===== config.mk =====
export PLATFORM = sky130hd
export DESIGN_NAME = selector_step_ctrl
export DESIGN_NICKNAME = d
export VERILOG_FILES = /design/src/rtl/selector_ctrl_pkg.sv /design/src/rtl/btn_debounce.sv /design/src/rtl/selector_step_ctrl.sv
export SDC_FILE = /design/constraint.sdc
export NUM_CORES = 1
export LEC_CHECK = 0
export CORE_MARGIN = 5
export CORE_UTILIZATION = 62
export DETAILED_ROUTE_END_ITERATION = 10
export PLACE_DENSITY_LB_ADDON = 0.08
export SLEW_MARGIN = 20
export SYNTH_ARGS = -nofsm -noshare
export SYNTH_HDL_FRONTEND = slang
export SYNTH_SLANG_ARGS = --single-unit

===== constraint.sdc =====
create_clock -name clk -period 3.1 [get_ports clk]
set_clock_uncertainty 0.05 [all_clocks]
set_input_delay 0.465 -clock clk [delete_from_list [all_inputs] [get_ports clk]]
set_output_delay 0.465 -clock clk [all_outputs]
set_load 0.005 [all_outputs]

===== src/rtl/selector_ctrl_pkg.sv =====
// Shared types and constants for the duty-selector step controller.
// Holds the FSM state encoding, the step direction and the counter command helper.
package selector_ctrl_pkg;

    typedef enum logic [2:0] {
        ST_IDLE    = 3'd0,
        ST_FIRST   = 3'd1,
        ST_HOLD    = 3'd2,
        ST_REPEAT  = 3'd3,
        ST_LOCKOUT = 3'd4
    } state_e;

    typedef enum logic {
        DIR_UP = 1'b0,
        DIR_DN = 1'b1
    } dir_e;

    // Counter command bundle: ena is active-high, sum/rest are active-low.
    typedef struct packed {
        logic ena;
        logic sum;
        logic rest;
    } step_t;

    localparam step_t STEP_IDLE = '{ena: 1'b0, sum: 1'b1, rest: 1'b1};

    function automatic step_t step_of(input dir_e dir);
        step_t s;
        case (dir)
            DIR_UP:  s = '{ena: 1'b1, sum: 1'b0, rest: 1'b1};
            DIR_DN:  s = '{ena: 1'b1, sum: 1'b1, rest: 1'b0};
            default: s = STEP_IDLE;
        endcase
        return s;
    endfunction

endpackage


===== src/rtl/btn_debounce.sv =====
// Two-flop synchronizer plus stability-count debouncer for one active-low button.
// The pressed level only changes after the synchronized level differs from it for DB_CYCLES clocks.
module btn_debounce #(
    parameter int DB_CYCLES = 50000,
    parameter int TMR_W     = 25
) (
    input  logic clk,
    input  logic rst,
    input  logic btn_n,
    output logic pressed
);

    localparam logic [TMR_W-1:0] CNT_LAST = TMR_W'(DB_CYCLES - 1);
    localparam logic [TMR_W-1:0] CNT_ONE  = TMR_W'(1);

    logic             sync1_q, sync1_d;
    logic             sync2_q, sync2_d;
    logic             db_q, db_d;
    logic [TMR_W-1:0] cnt_q, cnt_d;
    logic             level_s;

    // Synchronizer and debounce next-state; any return to the accepted level restarts the count.
    always_comb begin
        sync1_d = btn_n;
        sync2_d = sync1_q;
        level_s = ~sync2_q;
        db_d    = db_q;
        cnt_d   = cnt_q;
        if (level_s != db_q) begin
            if (cnt_q == CNT_LAST) begin
                db_d  = level_s;
                cnt_d = '0;
            end else begin
                cnt_d = cnt_q + CNT_ONE;
            end
        end else begin
            cnt_d = '0;
        end
    end

    // State registers; synchronizer resets to released.
    always_ff @(posedge clk or posedge rst) begin
        if (rst) begin
            sync1_q <= 1'b1;
            sync2_q <= 1'b1;
            db_q    <= 1'b0;
            cnt_q   <= '0;
        end else begin
            sync1_q <= sync1_d;
            sync2_q <= sync2_d;
            db_q    <= db_d;
            cnt_q   <= cnt_d;
        end
    end

    assign pressed = db_q;

endmodule


===== src/rtl/selector_step_ctrl.sv =====
// Up/down push-button front end for the PWM duty selector counter.
// Debounces both buttons, arbitrates them, and emits single-cycle step commands with auto-repeat.
module selector_step_ctrl #(
    parameter int DB_CYCLES     = 50000,
    parameter int REPEAT_DELAY  = 25000000,
    parameter int REPEAT_PERIOD = 5000000,
    parameter int TMR_W         = 25
) (
    input  logic clk,
    input  logic rst,
    input  logic btn_up_n,
    input  logic btn_dn_n,
    input  logic en,
    output logic step_ena,
    output logic step_sum,
    output logic step_rest,
    output logic repeating
);

    import selector_ctrl_pkg::*;

    localparam logic [TMR_W-1:0] DELAY_LOAD  = TMR_W'(REPEAT_DELAY - 1);
    localparam logic [TMR_W-1:0] PERIOD_LOAD = TMR_W'(REPEAT_PERIOD - 1);
    localparam logic [TMR_W-1:0] TMR_ONE     = TMR_W'(1);

    logic             up_db, dn_db;
    state_e           state_q, state_d;
    dir_e             dir_q, dir_d;
    logic [TMR_W-1:0] tmr_q, tmr_d;
    step_t            step_q, step_d;
    logic             rep_q, rep_d;
    logic             fire_s, held_s, other_s, tmr_zero_s;

    btn_debounce #(.DB_CYCLES(DB_CYCLES), .TMR_W(TMR_W)) u_db_up (
        .clk     (clk),
        .rst     (rst),
        .btn_n   (btn_up_n),
        .pressed (up_db)
    );

    btn_debounce #(.DB_CYCLES(DB_CYCLES), .TMR_W(TMR_W)) u_db_dn (
        .clk     (clk),
        .rst     (rst),
        .btn_n   (btn_dn_n),
        .pressed (dn_db)
    );

    // State, direction, timer and output registers.
    always_ff @(posedge clk or posedge rst) begin
        if (rst) begin
            state_q <= ST_IDLE;
            dir_q   <= DIR_UP;
            tmr_q   <= '0;
            step_q  <= STEP_IDLE;
            rep_q   <= 1'b0;
        end else begin
            state_q <= state_d;
            dir_q   <= dir_d;
            tmr_q   <= tmr_d;
            step_q  <= step_d;
            rep_q   <= rep_d;
        end
    end

    // Next-state and timer logic; fire_s marks the cycle a step falls due.
    always_comb begin
        state_d    = state_q;
        dir_d      = dir_q;
        tmr_d      = tmr_q;
        fire_s     = 1'b0;
        tmr_zero_s = (tmr_q == '0);
        held_s     = (dir_q == DIR_UP) ? up_db : dn_db;
        other_s    = (dir_q == DIR_UP) ? dn_db : up_db;
        case (state_q)
            ST_IDLE: begin
                tmr_d = '0;
                if (up_db && dn_db) begin
                    state_d = ST_LOCKOUT;
                end else if (up_db) begin
                    dir_d   = DIR_UP;
                    state_d = ST_FIRST;
                end else if (dn_db) begin
                    dir_d   = DIR_DN;
                    state_d = ST_FIRST;
                end else begin
                    state_d = ST_IDLE;
                end
            end
            ST_FIRST: begin
                fire_s  = 1'b1;
                tmr_d   = DELAY_LOAD;
                state_d = ST_HOLD;
            end
            ST_HOLD, ST_REPEAT: begin
                if (!held_s) begin
                    tmr_d   = '0;
                    state_d = ST_IDLE;
                end else if (other_s) begin
                    tmr_d   = '0;
                    state_d = ST_LOCKOUT;
                end else if (tmr_zero_s) begin
                    fire_s  = 1'b1;
                    tmr_d   = PERIOD_LOAD;
                    state_d = ST_REPEAT;
                end else begin
                    tmr_d = tmr_q - TMR_ONE;
                end
            end
            ST_LOCKOUT: begin
                tmr_d = '0;
                if (!up_db && !dn_db) begin
                    state_d = ST_IDLE;
                end else begin
                    state_d = ST_LOCKOUT;
                end
            end
            default: begin
                tmr_d   = '0;
                state_d = ST_IDLE;
            end
        endcase
    end

    // Output decode; a due step is dropped while en is low but the FSM keeps going.
    always_comb begin
        if (fire_s && en) begin
            step_d = step_of(dir_q);
        end else begin
            step_d = STEP_IDLE;
        end
        rep_d = (state_d == ST_REPEAT);
    end

    assign step_ena  = step_q.ena;
    assign step_sum  = step_q.sum;
    assign step_rest = step_q.rest;
    assign repeating = rep_q;

endmodule


==> metrics.md <==
| Metric | Value |
|---|---|
| Dominant cell by count in the synthesized netlist | `dfrtp_1` |
| Placed Cells | `515` |
| Top Ports | `9` |
| Drt first pass iters | `4` |
| CTS tree | `yes` |
| Pre-CTS WS | `0.711 ns` |
| Full die area | `0.00870 sq mm` |
| Post-CTS Setup Inserts | `0` |
| Leading area contributor after synthesis | `dfrtp_1` |
| Final-layout fill cell count | `522` |
| First-pass GRT wire length | `14,100 um` |
| Initial core utilization | `63.6%` |
| Hold buffer count at CTS | `0` |
| Slowest stage cell, crit path | `nor4_1` |
| Post-synth EDFFs | `0` |
| Finished Layout Cells | `531` |
| Cell family contributing the most delay on the critical path | `simple AND/OR/NAND/NOR gates` |
| Syn Area/Cell | `9.84 sq um` |
| Mapped Area | `0.00430 sq mm` |
| Port bufs | `8` |
| Post-synth top cells | `dfrtp_1, nor2_1, xnor2_1` |
| Top_reg_cell synth | `dfrtp_1` |
| Vias per inst | `5.72` |
| Vias in the first global route | `3,049` |
| Largest net degree at the start of global routing | `68` |
| Sequential cell area | `0.00223 sq mm` |
| Fin crit period | `2.41 ns` |
| Crit-path cells | `nor4_1, nand4_2, nor3b_4, or2_2, o21ai_1` |
| Global route overflow | `0` |
| Top post-synthesis cells by area | `dfrtp_1, xnor2_1, nor2_1` |
| Status | `completed` |
| Initial antenna violation count | `0` |
| Final worst-path cycle share | `77.7%` |
| RSZ-0062 raised after global routing | `no` |
| Wire per inst | `14.9 um` |
| # setup viols final | `0` |
| CTS clk-pin slew, worst paths | `0.09 ns` |
| Netlist cell types | `47` |
| Max Cap Viol | `0` |
| Footprint of the multi-input gates | `0.00194 sq mm` |
| WP depth | `5` |
| Leak | `0.00209 uW` |
| Die Span Y | `93.3 um` |
| Peak supply drop | `286 uV` |
| Worst Hold Depth | `0` |
| Share of layout cells above drive strength 1 | `8.43%` |
| Die X | `93.3 um` |
| Power density cells | `448 mW/mm^2` |
| Final Hold Violating Endpoints | `0` |
| Nets | `456` |
| Clock buffer depth | `2` |
| Antenna diode count | `0` |
| Crit-path max FO | `10` |
| Core Footprint | `0.00676 sq mm` |
| Crit path DAT | `2.57 ns` |
| Final Power | `2090 uW` |
| Reg2Reg Depth | `5` |
| DRC | `0` |
| Worst setup margin | `0.691 ns` |
| Number of synthesized register bits | `89` |
| Placer Congestion | `0.906` |
| FP Rows | `30` |
| Via count | `3,036` |
| Inserted Clock Buffers | `9` |
| Setup crit start kind | `flop` |
| DR iter-0 viols | `118` |
| H-tree depth | `3` |
| Syn_nets | `447` |
| Setup TNS Final | `0 ns` |
| Post-DRT Antenna Nets | `0` |
| CTS Root Buffer Type | `clkbuf_8` |
| Worst-Margin Slew | `0.696 ns` |
| CP endpoint kind | `flop` |
| Synth top area share | `48.3%` |
| Fmax | `415 MHz` |
| Sequential area share after synthesis | `52.0%` |
| Warnings, synthesis | `0` |
| Fin util | `69.2%` |
| Clock Latency Late Sink | `0.35 ns` |
| CP Buf/Inv Count | `0` |
| Slew HR | `53.1%` |
| TritonCTS Sinks | `89` |
| Post-detail-place hpwl | `5350 um` |
| Worst hold-check path type | `flop to flop` |
| Gr usage total | `20.4%` |
| Post-synth ARST share | `100%` |
| # resized after CTS | `0` |
| Required @ worst endpoint | `3.26 ns` |
| Detailed Route WL | `7910 um` |
| Area grow syn2layout | `8.67%` |
| Mapped Cells | `437` |
| Setup Crit Path Kind | `flop to flop` |
| Slowest Stage Delay on Critical Path | `0.63 ns` |
| Max Slew Vio Count | `0` |
routing by layer:
layer  wire, um  share of wire (%)  global-route usage [%]  vias up
li1           -                  -                       -     1511
met1       3720                 47                    27.6     1471
met2       3820                 48                    32.7       43
met3        261                3.3                    3.78       11
met4        106                1.3                    7.81        0
met5          0                  0                       0        -
cell type report:
cell class	count	share of cell area, %
sequential	89	47.8
clock buffer	13	3.83
clock inverter	3	0.991
multi-input combinational	320	41.4
tap	80	2.14
inverter	14	1.15
timing repair buffer	12	2.62
registers in the layout, indices dropped and copies added, names as in the netlist, 3 cells and up:
signal,flops
state_q,3
tmr_q,25
u_db_dn.cnt_q,25
u_db_up.cnt_q,25
placed cells by master, fill, tap and decap left out, types with 2 or more instances in the layout:
cell type,Yosys,routed
o21ai_0,12,12
and3_1,6,6
nand4_1,15,15
o21ai_1,4,4
nand3_1,19,19
nand2b_1,3,3
nor4_1,15,15
nor3_1,20,20
xor2_1,26,26
nor2_1,82,82
nand2_1,27,27
dfstp_2,6,6
nand3b_1,3,3
dfrtp_1,83,83
and4_1,2,2
clkdlybuf4s50_1,0,8
or2_2,4,4
inv_1,14,13
xnor2_1,39,39
or3b_2,2,2
clkbuf_8,0,13
nor2b_1,2,2
nor4b_1,5,5
a21oi_1,5,5
mux2i_1,3,3
or3_1,2,2
ha_1,5,5
buf_4,1,3
o21bai_1,2,2
where the power goes:
group	total, uW	switching, uW	internal [uW]
logic	56.0	40.8	15.2
registers	1180	8.31	1170
clock network	858	395	462
total	2090	444	1650
final timing paths:
path                                 startpoint               end  slack [ns]
worst max-delay path                   tmr_q[6]         tmr_q[16]        0.69
worst min register to register  u_db_dn.sync1_q   u_db_dn.sync2_q        0.31
worst min-delay path            u_db_dn.sync1_q   u_db_dn.sync2_q        0.31
worst max register to register         tmr_q[6]         tmr_q[16]        0.69
min in group asynchronous                   rst  u_db_dn.cnt_q[2]        0.36
max in group asynchronous                   rst          step_sum        1.92
worst reg2reg max path, stage by stage (launching register included):
cell	delay, ns
dfrtp_1	0.41
nor4_1	0.63
nand4_2	0.32
nor3b_4	0.46
or2_2	0.31
o21ai_1	0.10
logic make-up (layout without fill, tap and decap cells):
group,count (synthesis),after routing,share of synthesized area [%]
and+or+nand+nor,216,216,25.4
DFF,89,89,52.0
xor gates and xnor gates,65,65,13.2
AOI/OAI and AO/OA,31,31,4.28
buffers and inverters,28,42,3.00
adders and majority gates,5,5,1.45
muxes,3,3,0.698
metrics by stage:
step,cell area [sq um],hold slack (ns)
2_1_floorplan,4300,0.295
3_3_place_gp,4450,0.296
3_5_place_dp,4450,0.298
4_1_cts,4670,0.314
5_1_grt,4670,0.317
6_report,4670,0.312
No activity file was read; power rests on OpenSTA's default activity.
